## src/rtl/freq_meter_pkg.sv

```systemverilog
// Shared types and constants for the frequency meter: FSM state encoding and
// the decade-counter helpers used when FREQ_METER_BCD_EN is defined.
package freq_meter_pkg;

  typedef enum logic [1:0] {
    IDLE = 2'd0,
    ARM  = 2'd1,
    GATE = 2'd2,
    DONE = 2'd3
  } state_e;

  localparam int          BCD_DIGITS   = 6;
  localparam int          BCD_MAX      = 999999;
  localparam logic [23:0] BCD_MAX_CODE = 24'h999999;

  // Ripple-carry increment across the decade digits; holds at 999999.
  function automatic logic [23:0] bcd_inc(input logic [23:0] v);
    logic [23:0] r;
    logic        carry;
    r     = v;
    carry = 1'b1;
    if (v != BCD_MAX_CODE) begin
      for (int i = 0; i < BCD_DIGITS; i++) begin
        if (carry) begin
          if (v[4*i +: 4] == 4'd9) begin
            r[4*i +: 4] = 4'd0;
          end else begin
            r[4*i +: 4] = v[4*i +: 4] + 4'd1;
            carry       = 1'b0;
          end
        end
      end
    end
    return r;
  endfunction

endpackage

```

## src/rtl/freq_meter_sig_sync.sv

```systemverilog
// Brings the asynchronous measured signal into the clk_in domain through two
// flops and flags each rising edge with a single-cycle edge_p.
module sig_sync_edge
  import freq_meter_pkg::*;
(
  input  logic clk_in,
  input  logic rst,
  input  logic sig_in,
  output logic edge_p
);

  logic sync1_q, sync1_d;
  logic sync2_q, sync2_d;
  logic hist_q,  hist_d;

  always_comb begin
    sync1_d = sig_in;
    sync2_d = sync1_q;
    hist_d  = sync2_q;
  end

  always_ff @(posedge clk_in or negedge rst) begin
    if (!rst) begin
      sync1_q <= 1'b0;
      sync2_q <= 1'b0;
      hist_q  <= 1'b0;
    end else begin
      sync1_q <= sync1_d;
      sync2_q <= sync2_d;
      hist_q  <= hist_d;
    end
  end

  assign edge_p = sync2_q & ~hist_q;

endmodule

```

## src/rtl/freq_meter.sv

```systemverilog
// Gated edge counter: counts rising edges of sig_in over CLK_HZ clk_in cycles.
// Defining FREQ_METER_BCD_EN adds parallel decade counters and the bcd_out port.
module freq_meter
  import freq_meter_pkg::*;
#(
  parameter int CLK_HZ = 50_000_000,
  parameter int CNT_W  = 20
) (
  input  logic             clk_in,
  input  logic             rst,
  input  logic             sig_in,
  input  logic             start,
  input  logic             cont,
  output logic             busy,
  output logic             valid,
  output logic [CNT_W-1:0] freq_out,
  output logic             overflow
`ifdef FREQ_METER_BCD_EN
  ,
  output logic [23:0]      bcd_out
`endif
);

  localparam int                GATE_W    = (CLK_HZ > 1) ? $clog2(CLK_HZ) : 1;
  localparam logic [GATE_W-1:0] GATE_LAST = GATE_W'(CLK_HZ - 1);
  localparam logic [CNT_W-1:0]  CNT_MAX   = '1;

  // Returns {hit_max, next}; next never wraps past CNT_MAX.
  function automatic logic [CNT_W:0] sat_inc(input logic [CNT_W-1:0] v);
    if (v == CNT_MAX) begin
      return {1'b1, v};
    end
    return {1'b0, v + CNT_W'(1)};
  endfunction

  logic edge_p;

  sig_sync_edge u_sync (
    .clk_in (clk_in),
    .rst    (rst),
    .sig_in (sig_in),
    .edge_p (edge_p)
  );

  state_e             state_q,    state_d;
  logic [GATE_W-1:0]  gate_cnt_q, gate_cnt_d;
  logic [CNT_W-1:0]   edge_cnt_q, edge_cnt_d;
  logic               sat_q,      sat_d;
  logic [CNT_W-1:0]   freq_q,     freq_d;
  logic               ovf_q,      ovf_d;
  logic               sat_hit;
`ifdef FREQ_METER_BCD_EN
  logic [23:0]        bcd_cnt_q,  bcd_cnt_d;
  logic [23:0]        bcd_q,      bcd_d;
`endif

  always_comb begin
    state_d    = state_q;
    gate_cnt_d = gate_cnt_q;
    edge_cnt_d = edge_cnt_q;
    sat_d      = sat_q;
    freq_d     = freq_q;
    ovf_d      = ovf_q;
    sat_hit    = 1'b0;
`ifdef FREQ_METER_BCD_EN
    bcd_cnt_d  = bcd_cnt_q;
    bcd_d      = bcd_q;
`endif
    case (state_q)
      IDLE: begin
        if (start || cont) begin
          state_d = ARM;
        end
      end
      ARM: begin
        gate_cnt_d = '0;
        edge_cnt_d = '0;
        sat_d      = 1'b0;
`ifdef FREQ_METER_BCD_EN
        bcd_cnt_d  = '0;
`endif
        state_d    = GATE;
      end
      GATE: begin
        if (edge_p) begin
          {sat_hit, edge_cnt_d} = sat_inc(edge_cnt_q);
          sat_d = sat_q | sat_hit;
`ifdef FREQ_METER_BCD_EN
          bcd_cnt_d = bcd_inc(bcd_cnt_q);
`endif
        end
        // Results take the _d values so an edge in the final gate cycle counts.
        if (gate_cnt_q == GATE_LAST) begin
          state_d = DONE;
          freq_d  = edge_cnt_d;
          ovf_d   = sat_d;
`ifdef FREQ_METER_BCD_EN
          bcd_d   = bcd_cnt_d;
`endif
        end else begin
          gate_cnt_d = gate_cnt_q + GATE_W'(1);
        end
      end
      DONE: begin
        state_d = cont ? ARM : IDLE;
      end
      default: begin
        state_d = IDLE;
      end
    endcase
  end

  always_ff @(posedge clk_in or negedge rst) begin
    if (!rst) begin
      state_q    <= IDLE;
      gate_cnt_q <= '0;
      edge_cnt_q <= '0;
      sat_q      <= 1'b0;
      freq_q     <= '0;
      ovf_q      <= 1'b0;
    end else begin
      state_q    <= state_d;
      gate_cnt_q <= gate_cnt_d;
      edge_cnt_q <= edge_cnt_d;
      sat_q      <= sat_d;
      freq_q     <= freq_d;
      ovf_q      <= ovf_d;
    end
  end

`ifdef FREQ_METER_BCD_EN
  always_ff @(posedge clk_in or negedge rst) begin
    if (!rst) begin
      bcd_cnt_q <= '0;
      bcd_q     <= '0;
    end else begin
      bcd_cnt_q <= bcd_cnt_d;
      bcd_q     <= bcd_d;
    end
  end

  assign bcd_out = bcd_q;
`endif

  assign busy     = (state_q != IDLE);
  assign valid    = (state_q == DONE);
  assign freq_out = freq_q;
  assign overflow = ovf_q;

endmodule

```

## config.mk

```make
export PLATFORM = sky130hd
export DESIGN_NAME = freq_meter
export DESIGN_NICKNAME = d
export VERILOG_FILES = /design/src/rtl/freq_meter_pkg.sv /design/src/rtl/freq_meter_sig_sync.sv /design/src/rtl/freq_meter.sv
export SDC_FILE = /design/constraint.sdc
export NUM_CORES = 1
export LEC_CHECK = 0
export CAP_MARGIN = 20
export CORE_MARGIN = 2
export CORE_UTILIZATION = 66
export CTS_BUF_LIST = sky130_fd_sc_hd__clkbuf_2
export CTS_CLUSTER_SIZE = 16
export DETAILED_ROUTE_END_ITERATION = 8
export DONT_BUFFER_PORTS = 1
export HOLD_SLACK_MARGIN = 0.03
export PLACE_DENSITY = 0.91
export SETUP_SLACK_MARGIN = 0.3
export SYNTH_ARGS = -nofsm -noshare
export SYNTH_HDL_FRONTEND = slang
export SYNTH_HIERARCHICAL = 1
export SYNTH_SLANG_ARGS = --single-unit
```

## constraint.sdc

```tcl
create_clock -name clk_in -period 2.4 [get_ports clk_in]
set_input_delay 0.36 -clock clk_in [delete_from_list [all_inputs] [get_ports clk_in]]
set_output_delay 0.36 -clock clk_in [all_outputs]
set_load 0.005 [all_outputs]
```

---- After elaboration in Yosys (flattened, before gate mapping) ----
Cells that the tools add are included.
word-level totals
  register bits ........................... 73
  output and inout bits ................... 23
  word-level logic and storage cells ...... 46
  input bits .............................. 5
operators by class
  add/sub/neg operators ................... 2
  reductions and logical operators ........ 7
  multiplexer cells ....................... 17
  bitwise operators ....................... 3
  equality and inequality tests ........... 8
operators with widths
  operator               count
  $mux 21                4
  $pmux 26 s2            1
  $pmux 20 s2            1
  $add 26x1->26 const B  1
  $eq 26x26->1 const B   1
  $mux 26                1
  $add 20x1->20 const B  1
  $eq 20x20->1 const B   1
  $mux 20                1
  $pmux 2 s4             1
  $ne 2x2->1 const B     3
  $reduce_and 2->1       3
  $mux 1                 5
  $eq 2x2->1 const B     2
  $mux 2                 2
  $reduce_bool 2->1      2
  $eq 2x1->1 const B     1
  $logic_not 2->1        1
  $pmux 1 s2             1
  $and 1x1->1            1
  $logic_or 1x1->1       1
  $not 1->1              1
  $or 1x1->1             1

---- Longest topological paths before layout ----
  depth after elaboration ................. 10
  gate-level depth with buffers ........... 8
  depth with buffers taken out ............ 7

---- Cells and area by module ----
The synthesis kept the hierarchy.
by module, submodules not included
  module         cells an instance  sequential area each (µm²)  times used  area each (µm²)
  freq_meter     453                1751.7                      1           3983.8
  sig_sync_edge  4                  75.1                        1           88.8

---- Worst setup path after synthesis ----
Ideal clock, no wire load.
  path kind ............................... reg2reg
  start point ............................. register edge_cnt_q[0]
  end point ............................... register edge_cnt_q[0]
  library setup time ...................... 125 ps
  period minus slack after synthesis ...... 2110 ps
  data arrival time ....................... 1986 ps
  cell stages (with the launch flop) ...... 7
  buffers on the path ..................... 0
  path slack .............................. 290 ps
  data required time ...................... 2275 ps
  path through ............................ dfrtp_1 > ha_1 > nand3_1 > or4_4 > o21a_4 > and3_4 > mux2_2
between the ends
  longest elaborated chain between the ends .. 9
  elaborated cells on any way between the ends .. 11
  those cells by class .................... add/sub (1); eq/ne (1); mux (9)
ends and longest elaborated chain
  item                                                   RTL line           text
  start, declared                                        freq_meter.sv:47   logic [CNT_W-1:0] edge_cnt_q, edge_cnt_d;
  start signal, assigned                                 freq_meter.sv:124  edge_cnt_q <= edge_cnt_d;
  branches (longest 7 deep; another with $add 20x1->20)  n/a
  $mux 20 *                                              freq_meter.sv:85   if (edge_p) begin
  $pmux 20 s2 *                                          freq_meter.sv:69   case (state_q)
Mark *: on every way between the ends. The select of a mux whose other input is x is not followed.
A chain may end at the register's enable or synchronous reset.

---- Worst setup path after layout ----
  start point ............................. register edge_cnt_q[17]
  end point ............................... register edge_cnt_q[0]
between the ends
  longest elaborated chain between the ends .. 9
ends and longest elaborated chain
  item          RTL line          text
  $eq 20x20->1  freq_meter.sv:30  if (v == CNT_MAX) begin
  $mux 1        freq_meter.sv:30
  $mux 1        freq_meter.sv:85
  $mux 1        freq_meter.sv:69
  $mux 21       freq_meter.sv:33  return {1'b0, v + CNT_W'(1)};
  $mux 21       freq_meter.sv:85
  $mux 21       freq_meter.sv:69
  $mux 20       freq_meter.sv:85
  $pmux 20 s2   freq_meter.sv:69
No other way between the ends. The select of a mux whose other input is x is not followed.

==> summary.txt <==
STA
  – RSZ-0062 raised after global routing: false
  – Final min period: 2.09 ns
  – Skew final: 0.0395 ns
  – Max-slew violation total from the final report: 0
  – Final TNS setup: 0 ns
  – Hold Violations, Final: 0
  – Worst hold slack: 0.0588 ns
  – Worst-Margin Slew: 0.500 ns
  – Max Fclk: 478 MHz
  – Period utilisation layout: 87.1%
  – Setup-failing EPs final: 0
  – Slew margin rel.: 66.4%

Die
  – Core Area: 5960 um^2
  – I/O pins: 28
  – Die width: 82.6 um
  – Die height: 82.6 um
  – Die area: 6820 um^2
  – # rows: 28
  – Starting Density: 68.4%

Critical path
  – Crit-path cells: nand4_1 > or4_4 > o21a_4 > and3_4 > mux2_2
  – Worst Setup Start Kind: flop
  – Largest stage delay, worst path: 0.63 ns
  – Worst EP arrival: 2.49 ns
  – R2r endpoint: edge_cnt_q[0]
  – Bufs and invs on worst path: 0
  – Delay-heaviest family, CP: simple AND/OR/NAND/NOR gates
  – CP Capture Type: flop
  – Slowest cell on crit path: or4_4
  – R2R depth: 5
  – Critical Path Fanout Max: 7
  – Reg2reg start: edge_cnt_q[17]
  – R2R Setup Slk: 0.31 ns
  – WP data required: 2.80 ns
  – CP Class: flop to flop

Logic synthesis
  – Share of the yosys chip area belonging to registers: 44.9%
  – Syn Inst Count: 457
  – Post-synthesis cell area: 4070 um^2
  – Most frequent cells after synthesis: dfrtp_1, nand2_1, xnor2_1
  – Top post-synthesis cells by area: dfrtp_1, xnor2_1, nand2_1
  – Post-synth top area share: 44.9%
  – Most common cell in the netlist: dfrtp_1
  – FFs w/ async S/R, synth: 100%
  – Post-synth EDFFs: 0
  – Yosys warns: 6
  – Main synth FF type: dfrtp_1
  – Post-synth cell types: 56
  – Syn Area/Cell: 8.91 um^2
  – Synth Net Count: 468
  – Largest area contributor in the netlist: dfrtp_1
  – Flops & latches, synth: 73

Global route
  – Met3 global-route usage: 6.30%
  – Met1 Track Usage GR: 37.4%
  – Initial antenna violation count: 0
  – GRT Residual Overflow: 0
  – Vias in the first global route: 3233
  – Total track usage: 27.9%
  – Top Usage Layer GRT: met2
  – Met2 usage in global routing: 42.3%
  – Maximum number of pins on one net before global-route repair: 74
  – First-pass GRT wire length: 14600 um

Place
  – IO buf count: 0
  – RePlAce Congestion: 0.939
  – Post-DP HPWL: 5980 um

Power and ir drop
  – Static Leak: 1.78 nW
  – Switching Fraction: 26.4%
  – Seq pwr share: 58.1%
  – VDD IR max: 0.000381 V
  – Int Power: 1.69 mW
  – Clock Power Share: 32.7%
  – Combinational share of power: 9.2%
  – Pwr dens: 518 nW/um^2
  – Switching power: 605 uW

Drt
  – Iteration-0 DRC Markers: 509
  – Routed len/inst: 17.4 um
  – WL final: 9340 um
  – Drt first pass iters: 5
  – Antenna viol nets, final: 0
  – DRC errors left: 0
  – Via count: 3572
  – Vias per inst: 6.64

Clock network
  – Clock buffer depth: 2
  – Worst-path clk slew: 0.21 ns
  – CTS tree: built
  – TritonCTS Buffers: 9
  – Clk sinks: 73
  – Clk root buf: clkbuf_2
  – H-tree depth: 3
  – Clk_lat worst skew: 0.52 ns

Finish
  – Layout cells sized above 1: 13.4%
  – Layout net count: 471
  – Area growth, synth to finish: 8.91%
  – Ant. Diodes: 0

Run status
  – Status: finished, final reports clean

Run
  – # Max-Cap Violations: 0

Hold path
  – Hold Startpoint: cont
  – HP Class: input port to flop
  – Hold Path Depth: 2
  – Min-Delay Endpoint: state_q[0]
[metrics by stage]
stage | power [mW] | area [um^2] | cells | setup slack [ns] | utilization [%]
finish | 2.30 | 4440 | 538 | 0.309 | 74.5
global placement | 1.46 | 4130 | 514 | 0.257 | 69.3
global route | 2.38 | 4440 | 538 | 0.283 | 74.5
CTS | 2.26 | 4320 | 533 | 0.266 | 72.5
floorplan | 1.44 | 4080 | 457 | 0.316 | -
detailed placement | 1.47 | 4130 | 514 | 0.153 | 69.3
[worst max-delay path by stage]
stage                    from            end  slack [ns]  cells after the start
2_1_floorplan   edge_cnt_q[0]  edge_cnt_q[0]        0.32                      6
3_3_place_gp    edge_cnt_q[0]  edge_cnt_q[0]        0.26                      6
3_5_place_dp    edge_cnt_q[0]  edge_cnt_q[0]        0.15                      6
4_1_cts         gate_cnt_q[0]     state_q[1]        0.27                      6
5_1_grt         edge_cnt_q[7]  edge_cnt_q[8]        0.28                      5
6_report       edge_cnt_q[17]  edge_cnt_q[0]        0.31                      5
[cell usage in the layout, fill, tap and decap left out, types with 2 or more instances in the layout]
cell type,synthesis,layout
buf_4,0,16
xnor2_1,29,29
nand2_1,66,65
nand3_1,16,15
a211oi_1,4,4
or3_1,8,7
a221oi_1,2,2
nor3_1,13,12
nand3_4,0,2
o21ai_0,28,28
o31ai_1,4,4
ha_1,6,4
or2_2,3,3
a31oi_1,2,2
nand4_2,2,2
xor2_1,7,7
o22ai_1,23,23
and3_1,4,3
nor4b_1,3,3
a311oi_1,2,2
and4_1,7,6
a21oi_1,20,20
inv_1,18,18
a21o_1,5,5
dlygate4sd3_1,0,2
a22o_1,2,2
o211ai_1,2,2
nor2_1,26,25
mux2i_1,3,3
o22a_1,3,3
nor4_1,7,5
bufinv_16,0,2
clkbuf_2,0,9
and2_1,3,3
o21ai_1,4,4
nand4_1,13,13
clkinv_1,1,3
dfrtp_1,73,66
dfrtp_2,0,7
[flip-flops by register name, summed over array words and instances (netlist names)]
signal	cells
edge_cnt_q	20
freq_out	20
gate_cnt_q	26
overflow	1
sat_q	1
state_q	2
u_sync/hist_d	1
u_sync/hist_q	1
u_sync/sync1_q	1
[power groups by stage]
| stage | logic (mW) | registers, mW | clock network [mW] |
|---|---|---|---|
| floorplan | 0.116 | 1.32 | 0 |
| global placement | 0.113 | 1.34 | 0 |
| detailed placement | 0.121 | 1.35 | 0 |
| CTS | 0.175 | 1.32 | 0.763 |
| global route | 0.231 | 1.34 | 0.808 |
| finish | 0.212 | 1.33 | 0.751 |
[per-layer routing]
layer	vias up	wire [um]
met5	-	0
met4	0	247
met3	33	730
met2	193	4450
met1	1700	3920
li1	1646	-
[cells by family (layout without fill, tap and decap cells)]
logic type                 after synthesis  count (layout)  synth area share (%)
buffers and inverters                   47              53                  4.45
muxes                                    4               4                  1.01
and+or+nand+nor                        180             180                  22.8
DFF                                     73              73                  44.9
AOI/OAI and AO/OA                      111             111                  17.3
adders and majority gates                6               6                  1.84
xor gates and xnor gates                36              36                  7.74
[final cells by class]
type	instances	area, um^2
tap	75	93.8
inverter	20	75.1
multi-input combinational	337	2150
fill	394	1520
clock inverter	5	72.6
sequential	73	1840
timing repair buffer	19	168
clock buffer	9	45.0
[repair_timing]
action,CTS,global route
hold buffers,3,0
hold endpoints to repair,74,0
buffers inserted,2,5
setup endpoints to repair,24,35
pin swaps,0,1
gates resized for setup,2,22
cloned,0,0
[worst reg2reg max path, cell delays in order, from the launching register on]
cell and delay, ns:
dfrtp_2 0.46, nand4_1 0.19, or4_4 0.63, o21a_4 0.25, and3_4 0.20, mux2_2 0.25
(Power assumes the default switching activity.)
